### config.mk
export PLATFORM = sky130hd
export DESIGN_NAME = axis_dac_serial_multi
export DESIGN_NICKNAME = d
export VERILOG_FILES = /design/src/rtl/axis_dac_serial_multi.sv
export SDC_FILE = /design/constraint.sdc
export NUM_CORES = 1
export LEC_CHECK = 0
export BUFFER_PORTS_ARGS = -buffer_cell sky130_fd_sc_hd__buf_2
export CAP_MARGIN = 15
export CORE_UTILIZATION = 35
export DETAILED_ROUTE_END_ITERATION = 12
export PLACE_DENSITY = 0.55
export SLEW_MARGIN = 20
export SYNTH_ARGS = -nofsm -noshare
export SYNTH_HDL_FRONTEND = slang
export SYNTH_SLANG_ARGS = --single-unit
### constraint.sdc
create_clock -name a_clk -period 3.6 [get_ports a_clk]
set_clock_uncertainty 0.1 [all_clocks]
set_input_delay 0.36 -clock a_clk [delete_from_list [all_inputs] [get_ports a_clk]]
set_output_delay 0.36 -clock a_clk [all_outputs]
set_load 0.01 [all_outputs]
### src/rtl/axis_dac_serial_multi.sv
// -----------------------------------------------------------------------------
// axis_dac_serial_multi
//
// Multi-channel serial DAC front end. Each channel takes a signed setpoint from
// an AXI-Stream slice. A channel that changes its code marks itself pending.
// The controller then shifts one frame per DAC over a shared SCLK. Every
// channel is sent at once, and the sync_n lines fall together. In
// configuration mode, stream data is ignored. A rising edge on
// configuration_send then shifts one raw config frame to a single channel.
//
// Optional feature (macro AXIS_DAC_SERIAL_LDAC_EN):
//   defined   - stream frames end with an LDAC state that pulses dac_ldac_n low
//               for SCLK_DIV cycles; config frames skip it.
//   undefined - no LDAC state, dac_ldac_n tied low (DAC updates on sync rise).
//
// Ports:
//   a_clk, a_resetn     clock, asynchronous active-low reset
//   S_AXIS_tdata/tvalid per-channel setpoints (code = tdata[32k+31 -: DAC_BITS])
//   S_AXISCFG_tdata/tvalid raw config frame in bits [FRAME_BITS-1:0]
//   configuration_mode  1 = config/hold, 0 = stream
//   configuration_axis  target channel for config frames
//   configuration_send  rising edge requests one config frame
//   dac_sclk            shared serial clock, idles high
//   dac_sync_n          per-channel frame select, active low
//   dac_sdin            per-channel serial data, MSB first
//   dac_ldac_n          load-DAC strobe, active low
//   ready               idle with no pending work
//   frame_count         frames completed since reset (wraps)
// -----------------------------------------------------------------------------
module axis_dac_serial_multi #(
   parameter int NCH        = 4,
   parameter int DAC_BITS   = 20,
   parameter int FRAME_BITS = 24,
   parameter int SCLK_DIV   = 2,
   parameter int SYNC_IDLE  = 3
) (
   input  logic                a_clk,
   input  logic                a_resetn,
   input  logic [NCH*32-1:0]   S_AXIS_tdata,
   input  logic [NCH-1:0]      S_AXIS_tvalid,
   input  logic [31:0]         S_AXISCFG_tdata,
   input  logic                S_AXISCFG_tvalid,
   input  logic                configuration_mode,
   input  logic [2:0]          configuration_axis,
   input  logic                configuration_send,
   output logic                dac_sclk,
   output logic [NCH-1:0]      dac_sync_n,
   output logic [NCH-1:0]      dac_sdin,
   output logic                dac_ldac_n,
   output logic                ready,
   output logic [31:0]         frame_count
);

`ifdef AXIS_DAC_SERIAL_LDAC_EN
   typedef enum logic [2:0] {
      ST_IDLE  = 3'd0,
      ST_LOAD  = 3'd1,
      ST_SHIFT = 3'd2,
      ST_GAP   = 3'd3,
      ST_LDAC  = 3'd4
   } state_t;
`else
   typedef enum logic [2:0] {
      ST_IDLE  = 3'd0,
      ST_LOAD  = 3'd1,
      ST_SHIFT = 3'd2,
      ST_GAP   = 3'd3
   } state_t;
`endif

   state_t                state_q, state_d;
   logic                  sclk_q, sclk_d;
   logic [NCH-1:0]        sync_n_q, sync_n_d;
   logic [NCH-1:0]        sdin_q, sdin_d;
   logic [NCH-1:0]        pend_q, pend_d;
   logic                  ready_q, ready_d;
   logic [31:0]           frame_count_q, frame_count_d;
   logic [DAC_BITS-1:0]   code_q [NCH];
   logic [DAC_BITS-1:0]   code_d [NCH];
   logic [DAC_BITS-1:0]   last_q [NCH];
   logic [DAC_BITS-1:0]   last_d [NCH];
   logic [FRAME_BITS-1:0] shreg_q [NCH];
   logic [FRAME_BITS-1:0] shreg_d [NCH];
   logic [15:0]           ph_q, ph_d;
   logic [15:0]           bit_q, bit_d;
   logic [15:0]           cnt_q, cnt_d;
   logic                  send_prev_q, send_prev_d;
   logic                  cfg_req_q, cfg_req_d;
   logic [2:0]            cfg_axis_q, cfg_axis_d;
   logic [FRAME_BITS-1:0] cfg_data_q, cfg_data_d;
   logic                  send_edge_s;
   logic                  axis_ok_s;
`ifdef AXIS_DAC_SERIAL_LDAC_EN
   logic                  is_cfg_q, is_cfg_d;
   logic                  ldac_n_q, ldac_n_d;
`endif

   // Only part of each stream word and of the config word carries frame data
   logic unused_s;
   assign unused_s = ^{S_AXIS_tdata, S_AXISCFG_tdata};

   // Stream frame layout: command nibble 0001, DAC code, zero padding
   function automatic logic [FRAME_BITS-1:0] stream_frame(input logic [DAC_BITS-1:0] code);
      logic [FRAME_BITS-1:0] f;
      f = {FRAME_BITS{1'b0}};
      f[FRAME_BITS-1 -: 4]        = 4'b0001;
      f[FRAME_BITS-5 -: DAC_BITS] = code;
      return f;
   endfunction

   // Next-state, next-output and stream/config capture logic
   always_comb begin
      state_d       = state_q;
      sclk_d        = sclk_q;
      sync_n_d      = sync_n_q;
      sdin_d        = sdin_q;
      pend_d        = pend_q;
      frame_count_d = frame_count_q;
      code_d        = code_q;
      last_d        = last_q;
      shreg_d       = shreg_q;
      ph_d          = ph_q;
      bit_d         = bit_q;
      cnt_d         = cnt_q;
      cfg_req_d     = cfg_req_q;
      cfg_axis_d    = cfg_axis_q;
      cfg_data_d    = cfg_data_q;
`ifdef AXIS_DAC_SERIAL_LDAC_EN
      is_cfg_d      = is_cfg_q;
      ldac_n_d      = ldac_n_q;
`endif
      send_prev_d   = configuration_send;
      send_edge_s   = configuration_send & ~send_prev_q;
      axis_ok_s     = ({1'b0, configuration_axis} < 4'(NCH));

      case (state_q)
         ST_IDLE: begin
            // The mode input is only honoured here, so a frame in flight always completes
            if (configuration_mode && cfg_req_q) begin
               state_d   = ST_LOAD;
               cfg_req_d = 1'b0;
`ifdef AXIS_DAC_SERIAL_LDAC_EN
               is_cfg_d  = 1'b1;
`endif
               for (int k = 0; k < NCH; k++) begin
                  if (cfg_axis_q == 3'(k)) begin
                     shreg_d[k]  = cfg_data_q;
                     sync_n_d[k] = 1'b0;
                  end else begin
                     shreg_d[k]  = {FRAME_BITS{1'b0}};
                     sync_n_d[k] = 1'b1;
                  end
                  sdin_d[k] = shreg_d[k][FRAME_BITS-1];
               end
            end else if (!configuration_mode && (|pend_q)) begin
               state_d  = ST_LOAD;
`ifdef AXIS_DAC_SERIAL_LDAC_EN
               is_cfg_d = 1'b0;
`endif
               // Every channel sends its latest code in the same frame
               for (int k = 0; k < NCH; k++) begin
                  shreg_d[k]  = stream_frame(code_q[k]);
                  sync_n_d[k] = 1'b0;
                  sdin_d[k]   = shreg_d[k][FRAME_BITS-1];
                  last_d[k]   = code_q[k];
                  pend_d[k]   = 1'b0;
               end
            end else if (!configuration_mode) begin
               // A config request can no longer be serviced once back in stream mode
               cfg_req_d = 1'b0;
            end else begin
               cfg_req_d = cfg_req_q;
            end
         end
         ST_LOAD: begin
            state_d = ST_SHIFT;
            ph_d    = 16'd0;
            bit_d   = 16'd0;
            sclk_d  = 1'b1;
         end
         ST_SHIFT: begin
            // Each bit: SCLK_DIV cycles high, SCLK_DIV low; data moves on the rising edge
            if (ph_q == 16'(2*SCLK_DIV-1)) begin
               if (bit_q == 16'(FRAME_BITS-1)) begin
                  state_d       = ST_GAP;
                  cnt_d         = 16'd0;
                  sclk_d        = 1'b1;
                  sync_n_d      = {NCH{1'b1}};
                  sdin_d        = {NCH{1'b0}};
                  frame_count_d = frame_count_q + 32'd1;
               end else begin
                  ph_d   = 16'd0;
                  bit_d  = bit_q + 16'd1;
                  sclk_d = 1'b1;
                  for (int k = 0; k < NCH; k++) begin
                     shreg_d[k] = shreg_q[k] << 1;
                     sdin_d[k]  = shreg_q[k][FRAME_BITS-2];
                  end
               end
            end else begin
               ph_d   = ph_q + 16'd1;
               sclk_d = ((ph_q + 16'd1) < 16'(SCLK_DIV));
            end
         end
         ST_GAP: begin
            if (cnt_q == 16'(SYNC_IDLE-1)) begin
`ifdef AXIS_DAC_SERIAL_LDAC_EN
               if (!is_cfg_q) begin
                  state_d  = ST_LDAC;
                  cnt_d    = 16'd0;
                  ldac_n_d = 1'b0;
               end else begin
                  state_d  = ST_IDLE;
               end
`else
               state_d = ST_IDLE;
`endif
            end else begin
               cnt_d = cnt_q + 16'd1;
            end
         end
`ifdef AXIS_DAC_SERIAL_LDAC_EN
         ST_LDAC: begin
            if (cnt_q == 16'(SCLK_DIV-1)) begin
               state_d  = ST_IDLE;
               ldac_n_d = 1'b1;
            end else begin
               cnt_d = cnt_q + 16'd1;
            end
         end
`endif
         default: begin
            state_d  = ST_IDLE;
            sclk_d   = 1'b1;
            sync_n_d = {NCH{1'b1}};
            sdin_d   = {NCH{1'b0}};
         end
      endcase

      // Stream capture runs in every state; it runs after the load so that
      // data arriving in the load cycle is kept for the next frame
      for (int k = 0; k < NCH; k++) begin
         if (configuration_mode) begin
            pend_d[k] = 1'b0;
         end else if (S_AXIS_tvalid[k]) begin
            code_d[k] = S_AXIS_tdata[32*k+31 -: DAC_BITS];
            pend_d[k] = (S_AXIS_tdata[32*k+31 -: DAC_BITS] != last_d[k]);
         end else begin
            pend_d[k] = pend_d[k];
         end
      end

      // Config request capture; an out-of-range channel is dropped here
      if (send_edge_s && configuration_mode && S_AXISCFG_tvalid && axis_ok_s) begin
         cfg_req_d  = 1'b1;
         cfg_axis_d = configuration_axis;
         cfg_data_d = S_AXISCFG_tdata[FRAME_BITS-1:0];
      end else begin
         cfg_req_d  = cfg_req_d;
      end

      ready_d = (state_d == ST_IDLE) && !(|pend_d) && !cfg_req_d;
   end

   // State and output registers; reset aborts any frame immediately
   always_ff @(posedge a_clk or negedge a_resetn) begin
      if (!a_resetn) begin
         state_q       <= ST_IDLE;
         sclk_q        <= 1'b1;
         sync_n_q      <= {NCH{1'b1}};
         sdin_q        <= {NCH{1'b0}};
         pend_q        <= {NCH{1'b0}};
         ready_q       <= 1'b1;
         frame_count_q <= 32'd0;
         for (int k = 0; k < NCH; k++) begin
            code_q[k]  <= {DAC_BITS{1'b0}};
            last_q[k]  <= {DAC_BITS{1'b0}};
            shreg_q[k] <= {FRAME_BITS{1'b0}};
         end
         ph_q          <= 16'd0;
         bit_q         <= 16'd0;
         cnt_q         <= 16'd0;
         // A send line already high at reset release is not an edge
         send_prev_q   <= 1'b1;
         cfg_req_q     <= 1'b0;
         cfg_axis_q    <= 3'd0;
         cfg_data_q    <= {FRAME_BITS{1'b0}};
`ifdef AXIS_DAC_SERIAL_LDAC_EN
         is_cfg_q      <= 1'b0;
         ldac_n_q      <= 1'b1;
`endif
      end else begin
         state_q       <= state_d;
         sclk_q        <= sclk_d;
         sync_n_q      <= sync_n_d;
         sdin_q        <= sdin_d;
         pend_q        <= pend_d;
         ready_q       <= ready_d;
         frame_count_q <= frame_count_d;
         code_q        <= code_d;
         last_q        <= last_d;
         shreg_q       <= shreg_d;
         ph_q          <= ph_d;
         bit_q         <= bit_d;
         cnt_q         <= cnt_d;
         send_prev_q   <= send_prev_d;
         cfg_req_q     <= cfg_req_d;
         cfg_axis_q    <= cfg_axis_d;
         cfg_data_q    <= cfg_data_d;
`ifdef AXIS_DAC_SERIAL_LDAC_EN
         is_cfg_q      <= is_cfg_d;
         ldac_n_q      <= ldac_n_d;
`endif
      end
   end

   assign dac_sclk    = sclk_q;
   assign dac_sync_n  = sync_n_q;
   assign dac_sdin    = sdin_q;
   assign ready       = ready_q;
   assign frame_count = frame_count_q;
`ifdef AXIS_DAC_SERIAL_LDAC_EN
   assign dac_ldac_n  = ldac_n_q;
`else
   assign dac_ldac_n  = 1'b0;
`endif

endmodule

# --- Word level (Yosys, flattened, before mapping) ---
# Cells that the tools add are included.
word_totals:
  regBits: 378
  latch_bits: 0
  ram_bits: 0
  romBits: 0
  out_inout_bits: 43
  memories: 0
classes:
  addsub: 4
  n_mul: 0
  n_div: 0
  n_lt_le_gt_ge: 2
  n_eq_ne: 19
  shifts: 0
  n_mux: 59
  bitwise_logic: 4
  reduce_logical: 31
ops:
  columns: ["op", "n"]
  rows:
  - ["95-bit two-way mux", 4]
  - ["80-bit two-way mux", 3]
  - ["95-bit case mux with 2 select lines", 1]
  - ["16-bit two-way mux", 7]
  - ["24-bit two-way mux", 4]
  - ["16-bit case mux with 2 select lines", 3]
  - ["20-bit != test", 4]
  - ["16-bit by 1-bit adder with 16-bit output (second input constant)", 3]
  - ["4-bit two-way mux", 10]
  - ["32-bit by 1-bit adder with 32-bit output (second input constant)", 1]
  - ["16-bit by 2-bit == test with 1-bit output (second input constant)", 2]
  - ["4-bit case mux with 3 select lines", 2]
  - ["1-bit two-way mux", 18]
  - ["16-bit by 5-bit == test with 1-bit output (second input constant)", 1]
  - ["16-bit by 2-bit < comparator with 1-bit output (second input constant)", 1]
  - ["3-bit two-way mux", 5]
  - ["3-bit by 2-bit == test with 1-bit output (second input constant)", 4]
  - ["3-bit case mux with 4 select lines", 1]
  - ["4-bit AND reduction", 3]
  - ["2-bit AND reduction", 5]
  - ["3-bit logical NOT", 3]
  - ["3-bit AND reduction", 3]
  - ["2-bit != test (second input constant)", 4]
  - ["4-bit OR reduction", 2]
  - ["other kinds (10)", 25]

# --- Depth between registers and ports, before layout ---
depth:
  ltp_word: 12
  mapped_depth: 11
  depth_no_buf: 9

# --- Least setup slack after synthesis ---
# OpenSTA, ideal clock, no wires.
synth_path:
  kind: "register to register"
  from: "register state_q[2]"
  to: "register ready_q, in the netlist ready"
  setup_ns: 0.090
  arrival_ns: 2.617
  t_required_ns: 3.410
  setup_slack_ns: 0.793
  stages_incl_launch_ff: 10
  n_path_buf: 2
  period_less_slack_ns: 2.807
  path_cell_list: "dfrtp_1 -> buf_6 -> or3_4 -> nor3_4 -> buf_6 -> mux2_2 -> a222oi_1 -> nor4b_2 -> a31oi_1 -> nor4_2"
synth_rtl:
  columns: ["element", "line", "source"]
  rows:
  - ["from (decl)", "71", "state_t state_q, state_d;"]
  - ["from (signal assigned)", "293", "state_q <= state_d;"]
  - ["to (signal assigned)", "298", "ready_q <= ready_d;"]
  - ["to (decl)", "76", "logic ready_q, ready_d;"]

==> run_results.csv <==
group,metric,value,unit
synthesis,synth_edf_count,0,
timing,tightestPinTransition,1.05,ns
clocking,postCtsSetupBuffers,0,
drt,num_vias,15000,
clocking,htree_levels,2,
drt,routed_via_density,5.30,
synthesis,seq_area_frac_synth,50.9,%
clocking,clock_latency,0.57,ns
power,p_switching,4040,uW
synthesis,synth_warnings,0,
synthesis,async_flop_share,100,%
critical_path,worstPathMaxFanout,22,
clocking,clockRootBuffer,"clkbuf_16",
power,sw_frac_of_total,30.0,%
placement,hpwl,36800,um
synthesis,synth_cell_types,72,
timing,tns,0,ns
synthesis,synthDominantCellAreaShare,49.9,%
grt,grt_pass1_wl,84200,um
critical_path,end_kind,"flip-flop",
synthesis,ys_seq_elements,378,
power,seqPwrFrac,44.6,%
grt,antenna_found_initial,1,
synthesis,yosys.area.top_type,"dfrtp_1",
power,power_density,587,nW/um^2
clocking,cts_tree,"yes",
run,cap_violations,0,
drt,ant_nets,0,
layout,drive_above_1_share,20.4,%
grt,grt_max_degree,119,
power,ir_drop,0.000354,V
power,p_leak,0.0104,uW
clocking,clock_sinks,378,
critical_path,path_class,"reg2reg",
layout,diodes,0,
layout,fin_nets,2275,
power,pwr-share-comb,20.0,%
floorplan,pin_count,215,
clocking,postCtsHoldBufs,108,
layout,area_delta_synth_final,23.2,%
clocking,cts.clk_slew.worst_paths,0.06,ns
floorplan,num_rows,84,
synthesis,synth-main-ff-cell,"dfrtp_1",
critical_path,worst_ep_arrival_time,3.63,ns
synthesis,synthesis.area,18600,sq um
timing,rsz0062_at_grt,"no",
floorplan,die_area,54100,sq um
placement,io_buffers,157,
synthesis,postSynthAreaPerCell,10.1,sq um
critical_path,start_kind,"flip-flop",
timing,fin_crit_sh,90.3,%
floorplan,fp.coreArea,52600,sq um
timing,post-route-min-period,3.25,ns
drt,routed_wl,53900,um
critical_path,required,3.98,ns
grt,gr-usage-all-layers,20.0,%
timing,max_freq,308,MHz
power,p_clk_share,35.4,%
placement,dp_cells,2632,
synthesis,synthTopCellsByArea,"dfrtp_1, mux2_2, o21ai_0",
drt,post_drt_wl_per_cell,19.1,um
power,intPower,9420,uW
floorplan,die_y,233,um
timing,timing.hold.ws,0.131,ns
timing,setup_viol,0,
clocking,post_cts_resize_count,0,
grt,grt_pass1_vias,14500,
drt,drc_errors,0,
timing,finalHoldViolCount,0,
clocking,cts_made_buffers,44,
drt,drtIter0Drc,1142,
floorplan,start_util,35.4,%
drt,dr.pass1.iters,5,
synthesis,synthCells,1849,
grt,gr-total-overflow,0,
placement,place_congestion,0.851,
timing,final_max_slew_viol_count,0,
worst_hold_path,worst_hold_path_type,"in2reg",
power,fin_total_pwr,13500,uW
floorplan,die_w,233,um
status,outcome,"complete, no violations",
timing,slew_headroom,29.9,%
clocking,clk_path_buf_depth,3,
layout,final_cells,2822,
final cells by class:
class / instances / area, sq um
fillers: 5081 / 29600
flip-flops and latches: 378 / 9470
multi-input cells: 1290 / 8460
repair buffers: 313 / 2310
clock buffers: 68 / 1390
well taps: 688 / 861
inverters: 71 / 267
clock inverters: 14 / 163
registers in the layout (all words and copies together) (netlist names), 16 cells and up:
name and count:
shreg_q 92, cnt_q 16, code_q 80, frame_count 32, bit_q 16, last_q 80
ph_q 16, cfg_data_q 24
cell families after synthesis:
| group | share of synthesized area, % |
|---|---|
| AO/OA/AOI/OAI | 15.8 |
| XOR/XNOR | 6.59 |
| adder cells (fa/ha/maj) | 0.336 |
| buffers and inverters | 3.89 |
| flip-flops | 50.9 |
| multiplexers | 7.58 |
| other | 0.0202 |
| AND/OR/NAND/NOR | 14.8 |
layout by cell type (no fill, tap or decap), drive strengths merged, types with 21 or more instances in the layout:
cell / count
nor3: 26
xnor2: 69
nand4: 21
dfrtp: 371
nand3: 34
nand2: 301
a221o: 76
xor2: 71
o21ai: 246
mux2: 118
and3: 35
buf: 205
dlygate4sd3: 108
clkbuf: 68
inv: 72
nor2: 67
nor4: 31
routing by layer:
layer  global-route usage (%)  routed length, um
met1                     28.3              24900
met2                     30.9              24600
met3                     3.22               3010
met4                     6.54               1440
met5                        0                  0
power by group through the flow:
| stage | clock network, uW | logic [uW] | registers [uW] |
|---|---|---|---|
| after floorplan | 0 | 1880 | 5800 |
| after global placement | 0 | 2550 | 6030 |
| after detailed placement | 0 | 2610 | 6060 |
| after CTS | 4870 | 2710 | 6000 |
| after global routing | 5050 | 3040 | 6120 |
| final | 4760 | 2690 | 6010 |
synthesized netlist by cell type (8+ instances only):
cell and count:
a21oi_1 16, a221o_1 76, a222oi_1 10, a22oi_1 12, and2_1 8, and3_1 35
clkbuf_1 94, dfrtp_1 371, inv_1 71, mux2_2 114, nand2_1 301, nand2b_1 12
nand3_1 34, nand4_1 20, nor2_1 67, nor3_1 23, nor4_1 26, o21ai_0 245
o221ai_1 10, o31ai_1 11, xnor2_1 69, xor2_1 71
worst max-delay path, cell delays in order, from the launching register on:
cell and delay (ns):
dfrtp_1 0.45, or3_4 0.46, nor3_4 0.26, buf_12 0.20, buf_4 0.31, mux2_2 0.39, a222oi_1 0.25, nor4b_2 0.27
a31oi_1 0.18, nor4_2 0.29
path summary, 6_finish.rpt:
check | startpoint | end | slack (ns) | cells after the start
max | state_q[2] | ready | 0.35 | 9
min | S_AXIS_tvalid[3] | pend_q[3] | 0.13 | 4
max reg2reg | state_q[2] | ready | 0.35 | 9
min reg2reg | shreg_q[41] | shreg_q[41] | 0.37 | 2
max in group asynchronous | a_resetn | send_prev_q | 2.14 | 3
min in group asynchronous | a_resetn | last_q[71] | 0.31 | 2
per-stage QoR:
stage	utilization [%]	cell area, sq um	setup WS (ns)
floorplan	-	18600	0.793
global placement	38.6	20300	0.396
detailed placement	38.6	20300	0.351
CTS	43.6	22900	0.341
global route	43.6	22900	0.135
finish	43.6	22900	0.351
No activity file was read; power rests on OpenSTA's default activity.
